`config.mk`:
```
export PLATFORM = sky130hd
export DESIGN_NAME = cpu_run_dump_ctrl
export DESIGN_NICKNAME = d
export VERILOG_FILES = /design/src/rtl/cpu_run_dump_ctrl.sv
export SDC_FILE = /design/constraint.sdc
export NUM_CORES = 1
export LEC_CHECK = 0
export ABC_CLOCK_PERIOD_IN_PS = 2000
export BUFFER_PORTS_ARGS = -buffer_cell sky130_fd_sc_hd__buf_2
export CAP_MARGIN = 20
export CELL_PAD_IN_SITES_DETAIL_PLACEMENT = 1
export CELL_PAD_IN_SITES_GLOBAL_PLACEMENT = 2
export CORE_MARGIN = 3
export CORE_UTILIZATION = 29
export CTS_CLUSTER_DIAMETER = 80
export DETAILED_ROUTE_END_ITERATION = 12
export GPL_TIMING_DRIVEN = 0
export PLACE_DENSITY = 0.88
export SYNTH_ARGS = -nofsm -noshare
export SYNTH_HDL_FRONTEND = slang
export SYNTH_SLANG_ARGS = --single-unit
```
`constraint.sdc`:
```
create_clock -name clock -period 2 [get_ports clock]
set_clock_uncertainty 0.2 [all_clocks]
set_input_delay 0.4 -clock clock [delete_from_list [all_inputs] [get_ports clock]]
set_output_delay 0.4 -clock clock [all_outputs]
set_load 0.005 [all_outputs]
```
`src/rtl/cpu_run_dump_ctrl.sv`:
```
// Run-and-dump controller for the i281 CPU. It gates the CPU clock enable for a
// bounded run, then streams data-memory words 0..DEPTH-1 out over valid/ready.
module cpu_run_dump_ctrl #(
  parameter int DATA_W     = 16,
  parameter int ADDR_W     = 4,
  parameter int DEPTH      = 16,
  parameter int CYC_W      = 16,
  parameter int MAX_CYCLES = 4000
) (
  input  logic              clock,
  input  logic              reset,
  input  logic              start,
  input  logic              halt_in,
  output logic              cpu_en,
  output logic              mem_rd_en,
  output logic [ADDR_W-1:0] mem_rd_addr,
  input  logic [DATA_W-1:0] mem_rd_data,
  output logic              dump_valid,
  input  logic              dump_ready,
  output logic [ADDR_W-1:0] dump_addr,
  output logic [DATA_W-1:0] dump_data,
  output logic              busy,
  output logic              done,
  output logic              timeout,
  output logic [CYC_W-1:0]  cycles_run
);

  typedef enum logic [2:0] {
    S_IDLE,
    S_RUN,
    S_READ,
    S_WAIT,
    S_PRESENT,
    S_DONE
  } state_e;

  localparam logic [ADDR_W-1:0] LAST_IDX    = ADDR_W'(DEPTH - 1);
  localparam logic [CYC_W-1:0]  BUDGET_LAST = CYC_W'(MAX_CYCLES - 1);

  state_e              state_q;
  logic [ADDR_W-1:0]   idx_q;
  logic                cpu_en_q;
  logic                mem_rd_en_q;
  logic [ADDR_W-1:0]   mem_rd_addr_q;
  logic                dump_valid_q;
  logic [ADDR_W-1:0]   dump_addr_q;
  logic [DATA_W-1:0]   dump_data_q;
  logic                busy_q;
  logic                done_q;
  logic                timeout_q;
  logic [CYC_W-1:0]    cycles_q;

  always_ff @(posedge clock) begin
    if (reset) begin
      state_q       <= S_IDLE;
      idx_q         <= '0;
      cpu_en_q      <= 1'b0;
      mem_rd_en_q   <= 1'b0;
      mem_rd_addr_q <= '0;
      dump_valid_q  <= 1'b0;
      dump_addr_q   <= '0;
      dump_data_q   <= '0;
      busy_q        <= 1'b0;
      done_q        <= 1'b0;
      timeout_q     <= 1'b0;
      cycles_q      <= '0;
    end else begin
      case (state_q)
        S_IDLE, S_DONE: begin
          if (start) begin
            state_q   <= S_RUN;
            cpu_en_q  <= 1'b1;
            busy_q    <= 1'b1;
            done_q    <= 1'b0;
            timeout_q <= 1'b0;
            cycles_q  <= '0;
          end
        end

        S_RUN: begin
          // The exiting cycle still counts: the CPU was enabled during it.
          cycles_q <= cycles_q + CYC_W'(1);
          if (halt_in || (cycles_q == BUDGET_LAST)) begin
            state_q       <= S_READ;
            cpu_en_q      <= 1'b0;
            timeout_q     <= ~halt_in;
            idx_q         <= '0;
            mem_rd_en_q   <= 1'b1;
            mem_rd_addr_q <= '0;
          end
        end

        S_READ: begin
          mem_rd_en_q <= 1'b0;
          state_q     <= S_WAIT;
        end

        S_WAIT: begin
          dump_data_q  <= mem_rd_data;
          dump_addr_q  <= idx_q;
          dump_valid_q <= 1'b1;
          state_q      <= S_PRESENT;
        end

        S_PRESENT: begin
          // Index only advances below LAST_IDX, so a full-range DEPTH never wraps.
          if (dump_ready) begin
            dump_valid_q <= 1'b0;
            if (idx_q == LAST_IDX) begin
              state_q <= S_DONE;
              done_q  <= 1'b1;
              busy_q  <= 1'b0;
            end else begin
              idx_q         <= idx_q + ADDR_W'(1);
              mem_rd_en_q   <= 1'b1;
              mem_rd_addr_q <= idx_q + ADDR_W'(1);
              state_q       <= S_READ;
            end
          end
        end

        default: state_q <= S_IDLE;
      endcase
    end
  end

  assign cpu_en      = cpu_en_q;
  assign mem_rd_en   = mem_rd_en_q;
  assign mem_rd_addr = mem_rd_addr_q;
  assign dump_valid  = dump_valid_q;
  assign dump_addr   = dump_addr_q;
  assign dump_data   = dump_data_q;
  assign busy        = busy_q;
  assign done        = done_q;
  assign timeout     = timeout_q;
  assign cycles_run  = cycles_q;

endmodule

```
==> impl_metrics.py, run 1 <==
metrics = {
    "outcome": {
        "status": "complete, no violations",
    },
    "clocking": {
        "clkSinkCount": 49,
        "cts_htree_levels": 2,
        "numCtsBuffers": 5,
        "clk_path_buf_depth": 2,
        "clk_latency_ps": 310,
        "cts.root.buffer_cell": "clkbuf_8",
        "clkTransAtPathRegs_ps": 100,
        "cts_tree": "done",
        "ctsHoldBuffers": 0,
    },
    "pwr": {
        "p_sw_frac": 0.299,
        "power.switching_w": 0.000600,
        "clockPowerShare": 0.306,
        "leakagePower_nw": 1.21,
        "seq_power_share": 0.511,
        "ir_worst_vdd_mv": 0.264,
        "p_per_area_mw_per_mm2": 686,
        "p_int_w": 0.00141,
        "combPwrFrac": 0.182,
    },
    "floorplan": {
        "initial_utilization": 0.306,
        "ios": 67,
        "die_w_microns": 94.7,
        "die_y_microns": 94.7,
        "core_area_sq_mm": 0.00745,
        "fp.dieArea_sq_mm": 0.00897,
        "placementRows": 31,
    },
    "sta": {
        "final-max-slew-violation-count": 0,
        "worst_pin_slew_ps": 578,
        "fin_crit_ps": 1950,
        "relSlewSlack": 0.615,
        "fmax_mhz": 514,
        "whs_ps": 112,
        "rsz0062_at_grt": "yes",
        "setup_viol": 0,
        "post-route-period-util": 0.973,
        "finalHoldViolations": 0,
    },
    "grt": {
        "antenna_found_initial": 0,
        "grt_max_degree": 18,
        "track_usage": 0.163,
        "grt_pass1_vias": 2393,
        "overflow": 0,
        "grt_first_pass_wirelength_microns": 11600,
    },
    "finish": {
        "area_growth_pct": 28.1,
        "regArea_sq_um": 990,
        "antenna_cells": 0,
        "final_core_util": 0.393,
        "multi_input_comb_area_sq_mm": 0.00126,
        "fin_nets": 378,
        "fill_cells": 930,
        "stdcell_area_sq_mm": 0.00292,
        "drive_above_1_share": 0.315,
    },
    "logic_synthesis": {
        "netlist_instances": 281,
        "synth_top_area_frac": 0.430,
        "synth_enable_flop_cells": 0,
        "synth_warnings": 0,
        "synthArstFlopShare": 0,
        "netlist_area_sq_mm": 0.00228,
        "postSynthRegisterBits": 49,
        "ys_top_cells_by_area": "dfxtp_1 43%, nand2_1 9.0%, a21oi_1 7.9%, o21ai_0 2.4%, a211oi_1 2.3%",
        "avgSynthCellArea_sq_um": 8.12,
        "yosysTopAreaCell": "dfxtp_1",
        "ys.flop_type": "dfxtp_1",
        "synth_cell_types": 51,
        "yosysSeqAreaShare": 0.430,
        "postSynthNetCount": 304,
    },
    "place": {
        "gp_congestion": 0.782,
        "place_area_sq_mm": 0.00273,
        "dp_hpwl_microns": 5240,
        "port_buffers": 65,
    },
    "critical_path": {
        "worstPathRequired_ps": 2060,
        "critPathLaunchType": "register",
        "slowest_stage": "or4b_4",
        "crit_type": "reg2reg",
        "r2r_start": "cycles_run[5]",
        "r2r-end": "mem_rd_en",
        "crit_fanout": 6,
        "reg2reg_slack_ps": 50,
        "crit_chain": "or4b_4, nor4_4, buf_6, o21a_2, o221a_1",
        "cp.arrival_ps": 2010,
        "crit_path_end_kind": "register",
        "critPathMaxStageDelay_ps": 540,
        "rr_worst_depth": 5,
    },
    "worst_hold_path": {
        "hp-start": "mem_rd_data[9]",
        "worstHoldEndpoint": "dump_data[9]",
        "hold_path_depth": 3,
        "hp-class": "in2reg",
    },
    "routing": {
        "vias": 2331,
        "ant_nets": 0,
        "wl_microns": 7100,
        "wl_per_cell_microns": 15.6,
        "vias_per_cell": 5.12,
        "detail_route.iter0.violations": 100,
        "drc": 0,
        "first_pass_iters": 4,
    },
    "run": {
        "cap_violations": 0,
    },
}
==> stage by stage <==
| step | setup slack [ps] | total power, W | std cells | TNS, ps |
|---|---|---|---|---|
| floorplan | 100 | 0.00126 | 281 | 0 |
| global placement | -255 | 0.00138 | 445 | -865 |
| detailed placement | -214 | 0.00138 | 445 | -967 |
| CTS | 7.60 | 0.00201 | 455 | 0 |
| global route | -10.5 | 0.00212 | 455 | -23.3 |
| finish | 54.5 | 0.00201 | 455 | 0 |
==> sequential cells by signal, summed over array words and instances, names as in the netlist <==
name	count
busy	1
dump_valid	1
dump_addr	4
mem_rd_en	1
state_q	3
cpu_en	1
dump_data	16
done	1
cycles_run	16
timeout	1
mem_rd_addr	4
==> synthesized netlist by cell type, types with 2 or more instances <==
library cell / count
nand2_1: 55
dfxtp_1: 49
a21oi_1: 36
nor2_1: 13
clkbuf_1: 11
o21ai_0: 11
a211oi_1: 7
inv_1: 7
nand3_1: 7
nand2b_1: 6
a31oi_1: 5
and3_1: 5
buf_2: 5
a311oi_1: 4
nand4_1: 4
nor3_1: 4
a21o_1: 3
nor2b_1: 3
or4_1: 3
xor2_1: 3
a221oi_1: 2
a41oi_1: 2
and4_1: 2
buf_1: 2
ha_1: 2
nor3b_1: 2
nor4_1: 2
o211a_1: 2
or3_1: 2
==> power groups by stage <==
stage | registers (W) | clock network (W) | logic, W
6_report | 0.00103 | 0.000614 | 0.000366
3_3_place_gp | 0.00105 | 0 | 0.000328
2_1_floorplan | 0.00105 | 0 | 0.000208
3_5_place_dp | 0.00105 | 0 | 0.000332
5_1_grt | 0.00103 | 0.000679 | 0.000407
4_1_cts | 0.00103 | 0.000633 | 0.000349
==> layer usage <==
metal	share of wire	wire [microns]	track usage
met1	0.45	3170	0.202
met2	0.48	3410	0.280
met3	0.052	367	0.0295
met4	0.022	154	0.0625
met5	0	0	0
==> kinds of logic after synthesis <==
kind of cell	count (synthesis)	synth area share
DFF	49	0.430
AOI/OAI and AO/OA	84	0.235
buffers and inverters	25	0.0439
muxes	1	0.00493
xor gates and xnor gates	3	0.0115
adders and majority gates	2	0.0110
and+or+nand+nor	117	0.264
==> how the worst max path moves through the flow <==
stage | from | end
CTS | state_q[1] | timeout
finish | cycles_run[5] | mem_rd_en
floorplan | cycles_run[4] | cpu_en
global placement | state_q[0] | cycles_run[15]
detailed placement | state_q[0] | cycles_run[15]
global route | cycles_run[5] | cpu_en
==> final cells by class <==
type	instances	area share
multi-input combinational	207	0.431
tap	99	0.0424
sequential	49	0.338
buffer	16	0.0244
clock buffer	5	0.0235
timing repair buffer	69	0.123
inverter	7	0.00899
clock inverter	3	0.00856
==> repair_timing <==
item / in CTS / in global routing
gates resized for setup: 7 / 19
buffers inserted: 2 / 2
gates cloned: 0 / 0
pin swaps: 2 / 1
endpoints found under the setup margin: 26 / 36
==> cell usage in the layout (no fill, tap or decap), drive strengths merged, types with 5 or more instances in the layout <==
cell and instances:
a211oi 7, a21oi 36, a31oi 5, and3 6
buf 75, clkbuf 15, dfxtp 49, inv 8
nand2 55, nand2b 6, nand3 7, nor2 13
o21ai 11
==> critical path: cells and delay by family, from the launching register on <==
family,cells,cell delay (ps)
and+or+nand+nor,2,810
DFF,1,370
AOI/OAI and AO/OA,2,350
buffers and inverters,1,160
No activity file was read; power rests on OpenSTA's default activity.
==> run 2: changes to the inputs <==
Settings changed: ABC_CLOCK_PERIOD_IN_PS 2000 to 2100.
Clock period 2 ns to 2.1 ns, I/O delays scaled along.
==> impl_metrics.py, run 2 (synthesized netlist as in run 1, its figures left out) <==
metrics = {
    "routing": {
        "drc": 0,
        "detail_route.iter0.violations": 99,
        "wl_per_cell_microns": 15.3,
        "first_pass_iters": 4,
        "ant_nets": 0,
        "wl_microns": 6980,
        "vias_per_cell": 5.05,
        "vias": 2296,
    },
    "finish": {
        "mostFrequentLayoutCell": "buf_2",
        "area_growth_pct": 26.2,
        "fin_nets": 378,
        "drive_above_1_share": 0.270,
        "antenna_cells": 0,
        "final_cell_mix": "70 x buf_2, 55 x nand2_1, 49 x dfxtp_1",
    },
    "outcome": {
        "status": "complete, no violations",
    },
    "floorplan": {
        "core_area_sq_mm": 0.00745,
        "initial_utilization": 0.306,
        "ios": 67,
        "die_y_microns": 94.7,
        "placementRows": 31,
        "die_w_microns": 94.7,
        "fp.dieArea_sq_mm": 0.00897,
    },
    "critical_path": {
        "r2r-end": "mem_rd_addr[2]",
        "reg2reg_slack_ps": 70,
        "crit_fanout": 6,
        "rr_worst_depth": 5,
        "r2r_start": "cycles_run[5]",
        "crit_type": "reg2reg",
        "critPathLaunchType": "register",
        "crit_path_end_kind": "register",
        "cp.arrival_ps": 2010,
        "worstPathRequired_ps": 2080,
    },
    "sta": {
        "setup_slack_ps": 71.1,
        "final-max-slew-violation-count": 0,
        "whs_ps": 130,
        "fin_crit_ps": 2030,
        "relSlewSlack": 0.591,
        "worst_pin_slew_ps": 613,
        "fmax_mhz": 493,
        "setup_viol": 0,
        "post-route-period-util": 0.966,
        "finalHoldViolations": 0,
    },
    "worst_hold_path": {
        "worstHoldEndpoint": "dump_data[9]",
        "hp-start": "mem_rd_data[9]",
        "hold_path_depth": 3,
        "hp-class": "in2reg",
    },
    "clocking": {
        "cts.root.buffer_cell": "clkbuf_8",
        "clkSinkCount": 49,
        "cts_tree": "done",
        "clk_latency_ps": 320,
        "numCtsBuffers": 5,
        "clk_path_buf_depth": 2,
        "clkTransAtPathRegs_ps": 100,
        "ctsHoldBuffers": 0,
        "cts_htree_levels": 2,
    },
    "place": {
        "place_ws_ps": -114,
        "dp_hpwl_microns": 5240,
        "port_buffers": 65,
        "gp_congestion": 0.782,
    },
    "grt": {
        "grt_max_degree": 18,
        "antenna_found_initial": 0,
        "grt_first_pass_wirelength_microns": 11500,
        "overflow": 0,
        "grt_pass1_vias": 2372,
        "track_usage": 0.160,
    },
    "pwr": {
        "ir_worst_vdd_mv": 0.262,
        "p_per_area_mw_per_mm2": 660,
        "leakagePower_nw": 1.19,
    },
    "run": {
        "cap_violations": 0,
    },
}
==> run 2: worst max-delay path, stage by stage, from the launching register on <==
cell      delay, ps
dfxtp_1         380
or4b_4          560
nor4_4          250
buf_4           190
o21a_1          200
a311oi_1        120
==> run 2: through the flow <==
step                       util  instance area [sq um]  setup TNS (ps)  power [W]  cells
after CTS                 0.382                   2840               0    0.00191    454
after global routing      0.387                   2880           -6.85    0.00201    455
after floorplan               -                   2280               0    0.00120    281
after detailed placement  0.367                   2730            -162    0.00132    445
final                     0.387                   2880               0    0.00190    455
after global placement    0.367                   2730            -178    0.00131    445
==> run 2: cell type report <==
cell class / instances / area, sq um
fillers: 936 / 4570
multi-input cells: 207 / 1230
flip-flops and latches: 49 / 981
repair buffers: 67 / 353
well taps: 99 / 124
plain buffers: 18 / 76.3
clock buffers: 5 / 68.8
inverters: 7 / 26.3
clock inverters: 3 / 25.0
==> run 2: power breakdown <==
| group | total (W) | internal (W) | switching, W |
|---|---|---|---|
| registers | 0.000978 | 0.000961 | 0.0000170 |
| logic | 0.000338 | 0.000133 | 0.000205 |
| clock network | 0.000586 | 0.000241 | 0.000345 |
| total | 0.00190 | 0.00133 | 0.000567 |
==> run 2: worst max path at each step <==
stage | from | endpoint | slack, ps
after floorplan | cycles_run[4] | cpu_en | 200
after global placement | state_q[0] | cycles_run[15] | -150
after detailed placement | state_q[0] | cycles_run[15] | -110
after CTS | mem_rd_addr[0] | done | 20
after global routing | mem_rd_addr[0] | busy | -7
final | cycles_run[5] | mem_rd_addr[2] | 70
==> run 2: repair_timing <==
action | CTS | global route
pin swaps | 1 | 0
cloned | 0 | 0
buffers inserted | 1 | 1
gates resized for setup | 2 | 6
endpoints found under the setup margin | 10 | 29
==> run 2: metal layers <==
layer,global-route usage,wire length (microns)
met1,0.200,3140
met2,0.278,3390
met3,0.0287,347
met4,0.0517,104
met5,0,0
